$ cat src/rtl/pipeline_if_stage_pkg.sv
// Shared definitions for the instruction-fetch stage: NOP encoding, fetch FSM
// states and the default reset PC.
package pipeline_if_stage_pkg;

  localparam logic [31:0] NOP_INSN         = 32'h0000_0013;
  localparam logic [63:0] DEFAULT_RESET_PC = 64'h0;

  typedef enum logic [1:0] {
    S_REQ  = 2'd0,
    S_WAIT = 2'd1,
    S_HOLD = 2'd2,
    S_DROP = 2'd3
  } if_state_e;

  function automatic logic [63:0] align_pc(input logic [63:0] pc);
    return pc & ~64'd3;
  endfunction

endpackage

$ cat src/rtl/pipeline_if_stage.sv
// Instruction-fetch stage: one outstanding imem request, a one-entry hold
// buffer for words that arrive while decode stalls, and redirect/flush handling.
//
// state  | meaning
// S_REQ  | imem_req=1 at pc_q, waiting for imem_ready
// S_WAIT | request accepted, waiting for imem_rvalid
// S_HOLD | fetched word parked in the buffer while decode stalls
// S_DROP | redirected while a request is in flight; discard its response
module pipeline_if_stage
  import pipeline_if_stage_pkg::*;
#(
  parameter logic [63:0] RESET_PC = DEFAULT_RESET_PC
) (
  input  logic        clk,
  input  logic        reset,
  input  logic        stall,
  input  logic        flush,
  input  logic        redirect_valid,
  input  logic [63:0] redirect_pc,
  output logic        imem_req,
  output logic [63:0] imem_addr,
  input  logic        imem_ready,
  input  logic        imem_rvalid,
  input  logic [31:0] imem_rdata,
  output logic [31:0] instruction_IF,
  output logic [63:0] pc_IF,
  output logic        valid_IF
);

  if_state_e   state_q, state_d;
  logic [63:0] pc_q, pc_d;
  logic [31:0] buf_insn_q, buf_insn_d;
  logic [63:0] buf_pc_q, buf_pc_d;
  logic [31:0] insn_q, insn_d;
  logic [63:0] pc_if_q, pc_if_d;
  logic        valid_q, valid_d;

  logic        new_word;
  logic [31:0] word;
  logic [63:0] word_pc;

  always_comb begin
    state_d    = state_q;
    pc_d       = pc_q;
    buf_insn_d = buf_insn_q;
    buf_pc_d   = buf_pc_q;
    new_word   = 1'b0;
    word       = NOP_INSN;
    word_pc    = '0;

    case (state_q)
      S_REQ: begin
        if (imem_ready) state_d = redirect_valid ? S_DROP : S_WAIT;
      end
      S_WAIT: begin
        if (imem_rvalid) begin
          if (redirect_valid) begin
            state_d = S_REQ;
          end else begin
            pc_d = pc_q + 64'd4;
            if (stall) begin
              state_d    = S_HOLD;
              buf_insn_d = imem_rdata;
              buf_pc_d   = pc_q;
            end else begin
              state_d  = S_REQ;
              new_word = 1'b1;
              word     = imem_rdata;
              word_pc  = pc_q;
            end
          end
        end else if (redirect_valid) begin
          state_d = S_DROP;
        end
      end
      S_HOLD: begin
        if (redirect_valid) begin
          state_d = S_REQ;
        end else if (!stall) begin
          state_d  = S_REQ;
          new_word = 1'b1;
          word     = buf_insn_q;
          word_pc  = buf_pc_q;
        end
      end
      S_DROP: begin
        if (imem_rvalid) state_d = S_REQ;
      end
      default: state_d = S_REQ;
    endcase

    if (redirect_valid) pc_d = align_pc(redirect_pc);
  end

  // Output register: redirect/flush squash, stall freezes, otherwise word or bubble.
  always_comb begin
    insn_d  = insn_q;
    pc_if_d = pc_if_q;
    valid_d = valid_q;
    if (redirect_valid || flush) begin
      insn_d  = NOP_INSN;
      pc_if_d = '0;
      valid_d = 1'b0;
    end else if (!stall) begin
      if (new_word) begin
        insn_d  = word;
        pc_if_d = word_pc;
        valid_d = 1'b1;
      end else begin
        insn_d  = NOP_INSN;
        pc_if_d = '0;
        valid_d = 1'b0;
      end
    end
  end

  always_ff @(posedge clk or negedge reset) begin
    if (!reset) begin
      state_q    <= S_REQ;
      pc_q       <= RESET_PC;
      buf_insn_q <= NOP_INSN;
      buf_pc_q   <= '0;
      insn_q     <= NOP_INSN;
      pc_if_q    <= '0;
      valid_q    <= 1'b0;
    end else begin
      state_q    <= state_d;
      pc_q       <= pc_d;
      buf_insn_q <= buf_insn_d;
      buf_pc_q   <= buf_pc_d;
      insn_q     <= insn_d;
      pc_if_q    <= pc_if_d;
      valid_q    <= valid_d;
    end
  end

  // Gating with reset keeps the request low while reset is held.
  assign imem_req       = reset && (state_q == S_REQ);
  assign imem_addr      = pc_q;
  assign instruction_IF = insn_q;
  assign pc_IF          = pc_if_q;
  assign valid_IF       = valid_q;

endmodule

$ cat config.mk
export PLATFORM = sky130hd
export DESIGN_NAME = pipeline_if_stage
export DESIGN_NICKNAME = d
export VERILOG_FILES = /design/src/rtl/pipeline_if_stage_pkg.sv /design/src/rtl/pipeline_if_stage.sv
export SDC_FILE = /design/constraint.sdc
export NUM_CORES = 1
export LEC_CHECK = 0
export BUFFER_PORTS_ARGS = -buffer_cell sky130_fd_sc_hd__buf_4
export CAP_MARGIN = 20
export CORE_UTILIZATION = 36
export DETAILED_ROUTE_END_ITERATION = 6
export GPL_ROUTABILITY_DRIVEN = 0
export PLACE_DENSITY = 0.61
export SYNTH_ARGS = -nofsm -noshare
export SYNTH_HDL_FRONTEND = slang
export SYNTH_SLANG_ARGS = --single-unit
$ cat constraint.sdc
create_clock -name clk -period 2.5 [get_ports clk]
set_input_delay 0.375 -clock clk [delete_from_list [all_inputs] [get_ports clk]]
set_output_delay 0.375 -clock clk [all_outputs]
set_load 0.01 [all_outputs]
==> impl_metrics.csv <==
group,metric,value,unit
outcome,status,"finished clean",
synthesis,synth_area_per_cell,10.4,um2
global_routing,grt_pass1_vias,9924,
timing,fin_skew,0.0172,ns
place,dp_hpwl,24900,um
global_routing,grt_pass1_wl,56600,um
global_routing,grt_max_degree,135,
clocking,post_cts_buffers,0,
place,dpl_cell_area,14600,um2
route,drtIter0Drc,626,
route,postRouteAntennaNets,0,
clocking,cts.clk_slew.worst_paths,0.06,ns
critical_path,rrSetupSlack,0.20,ns
pwr,power.switching,3430,uW
hold_path,holdPathEnd,"imem_addr[18]$_DFFE_PN0N_",
pwr,ir_worst_vdd,0.589,mV
cells_and_area,utilization,47.6,%
clocking,numCtsBuffers,29,
timing,tightest_slew,0.731,ns
flow_run,cap_violations,0,
route,drc,0,
cells_and_area,fin_area,15500,um2
route,wirelength,36000,um
timing,fmaxAchievable,0.435,GHz
clocking,root_buffer,"clkbuf_16",
synthesis,synth_area,12000,um2
synthesis,yosys.cell_count.top_type,"dfrtp_1",
route,via_count,9930,
synthesis,ys.flop_type,"dfrtp_1",
timing,tns,0,ns
clocking,htreeDepth,1,
synthesis,yosysTopAreaCell,"dfrtp_1",
synthesis,yosysSeqAreaShare,53.1,%
route,viasPerCell,5.31,
cells_and_area,layout-drive-gt1-share,32.6,%
critical_path,cp-start-kind,"register",
pwr,internal-power,8810,uW
global_routing,grt-ovfl-total,0,
pwr,p_seq_share,45.5,%
floorplanning,core-area,32600,um2
timing,fin_crit,2.30,ns
timing,rsz0062_at_grt,"false",
global_routing,antenna_found_initial,1,
floorplanning,die_w,185,um
timing,hold_viol_final,0,
floorplanning,die_h,185,um
global_routing,grt_util_all_layers,21.2,%
critical_path,cp_data_required_time,2.96,ns
synthesis,async_flop_share,100,%
hold_path,hp-class,"input port to register",
timing,fin_crit_sh,92.0,%
floorplanning,dieArea,34000,um2
floorplanning,ios,265,
timing,slew_headroom,51.2,%
cells_and_area,area_growth,29.5,%
pwr,power_density,788,nW/um2
synthesis,ys_ff_latch,254,
synthesis,synth-edff-count,0,
place,portBuffers,260,
cells_and_area,final_nets,1520,
pwr,combPwrFrac,20.9,%
timing,finalSetupViolCount,0,
hold_path,hold_depth,3,
critical_path,r2r_cells,7,
pwr,clkPwrFrac,33.6,%
timing,drv_slew,0,
route,drtPass1Iterations,5,
clocking,cts_tree,"done",
route,wire_per_inst,19.3,um
critical_path,worstReg2RegStart,"state_q[1]$_DFFE_PN0P_",
hold_path,hp-start,"redirect_pc[18]",
floorplanning,std_cell_rows,66,
synthesis,synth_warnings,0,
critical_path,rr_endpoint,"imem_addr[37]$_DFFE_PN0N_",
synthesis,ys_types,51,
synthesis,ys_top_cells_by_count,"dfrtp_1, nand2_1, o21ai_0, a22oi_1, mux2_2",
synthesis,yosys-top-cells-area,"dfrtp_1, mux2_2, a22oi_1, o21ai_0, nand2_1",
pwr,total_leakage_power,0.00687,uW
pwr,swShare,28.0,%
clocking,clkSinkCount,254,
synthesis,synth_top_area_share,51.7,%
floorplanning,start_util,36.8,%
clocking,clk_latency,0.54,ns
critical_path,arrival,2.76,ns
critical_path,worstSetupEndpointType,"register",
clocking,clock_path_buffers,3,
critical_path,path_max_fanout,9,
synthesis,syn_inst,1154,
critical_path,path_class,"register to register",
-- per-stage QoR --
step	cells	hold slack, ns	total power (uW)	worst slack (ns)
finish	1871	0.0422	12200	0.200
global route	1871	0.0282	12900	0.0275
CTS	1870	0.0177	12400	0.0730
detailed placement	1821	0.453	8220	0.0897
global placement	1821	0.450	8110	0.137
floorplan	1155	0.0794	7130	0.335
-- layout by cell type (no fill, tap or decap), types with 3 or more instances in the layout --
master / netlist / layout
dfstp_2: 6 / 6
clkbuf_16: 0 / 29
nor2b_1: 9 / 8
nand4_1: 40 / 40
buf_4: 7 / 309
dfrtp_1: 248 / 248
nor2_1: 27 / 26
and3_1: 10 / 10
mux2i_1: 9 / 9
and4_1: 16 / 16
nor4_1: 20 / 20
mux2_2: 90 / 90
nand3_1: 23 / 23
a31oi_1: 9 / 9
a211o_1: 3 / 3
a22oi_1: 97 / 97
a21oi_1: 6 / 6
or4_1: 9 / 9
o21ai_0: 140 / 140
nor3_1: 9 / 9
nand2b_1: 4 / 4
a221oi_1: 4 / 4
buf_12: 0 / 7
xnor2_1: 19 / 19
bufinv_16: 0 / 3
inv_1: 14 / 14
nand2_1: 179 / 178
or3_1: 5 / 5
xor2_1: 19 / 19
and2_1: 11 / 11
ha_1: 6 / 5
clkbuf_1: 61 / 12
a221o_1: 3 / 3
o31ai_1: 4 / 4
o31a_1: 3 / 3
-- power by group through the flow --
| stage | Sequential [uW] | Combinational, uW | Clock, uW |
|---|---|---|---|
| after floorplan | 5550 | 1580 | 0 |
| after global placement | 5590 | 2520 | 0 |
| after detailed placement | 5640 | 2580 | 0 |
| after CTS | 5570 | 2590 | 4220 |
| after global routing | 5700 | 2800 | 4380 |
| final | 5570 | 2550 | 4110 |
-- cell type report --
cell class	instances	area, um2
Multi-Input combinational cell	793	5180
Sequential cell	254	6360
Tap cell	442	553
Inverter	15	56.3
Timing Repair Buffer	318	2480
Clock inverter	5	100
Fill cell	3085	17100
Clock buffer	43	798
Antenna cell	1	2.50
-- repair_timing --
action | CTS | global route
hold buffers | 1 | 0
hold endpoints to repair | 58 | 0
setup endpoints to repair | 0 | 6
resized for setup | 0 | 1
-- worst max path at each step --
stage,startpoint,to,slack (ns)
3_5_place_dp,state_q[1]$_DFFE_PN0P_,imem_addr[41]$_DFFE_PN0N_,0.09
6_report,state_q[1]$_DFFE_PN0P_,imem_addr[37]$_DFFE_PN0N_,0.20
4_1_cts,state_q[1]$_DFFE_PN0P_,imem_addr[41]$_DFFE_PN0N_,0.07
5_1_grt,state_q[1]$_DFFE_PN0P_,imem_addr[37]$_DFFE_PN0N_,0.03
2_1_floorplan,state_q[1]$_DFFE_PN0P_,buf_insn_q[10]$_DFFE_PN0P_,0.33
3_3_place_gp,state_q[1]$_DFFE_PN0P_,imem_addr[37]$_DFFE_PN0N_,0.14
-- cells by family (layout without fill, tap and decap cells) --
kind of cell / Yosys count / count (layout) / synth area share [%]
and+or+nand+nor: 376 / 376 / 16.1
AOI/OAI and AO/OA: 272 / 272 / 14.1
DFF: 254 / 254 / 53.1
buffers and inverters: 108 / 381 / 4.15
muxes: 99 / 99 / 9.20
xor gates and xnor gates: 38 / 38 / 2.78
adders and majority gates: 6 / 6 / 0.626
other: 1 / 3 / 0.0313
-- worst max-delay path, cell delays in order, from the launching register on --
cell     delay, ns
dfrtp_1       0.41
inv_1         0.11
ha_2          0.28
nand4_1       0.21
nor4_4        0.36
nand3_4       0.19
or4_1         0.49
a31oi_1       0.17
-- state kept, by name (all words and copies together), names as in the netlist --
signal and flops:
instruction_IF 32, imem_addr 62, pc_IF 63, buf_insn_q 32, valid_IF 1, buf_pc_q 62, state_q 2
-- routing by layer --
metal	up-vias	global-route usage (%)	wire length, um
li1	4696	-	-
met2	256	34.3	16700
met4	0	5.40	635
met5	-	0	0
met3	46	4.54	2390
met1	4932	28.6	16300
(Power assumes the default switching activity.)
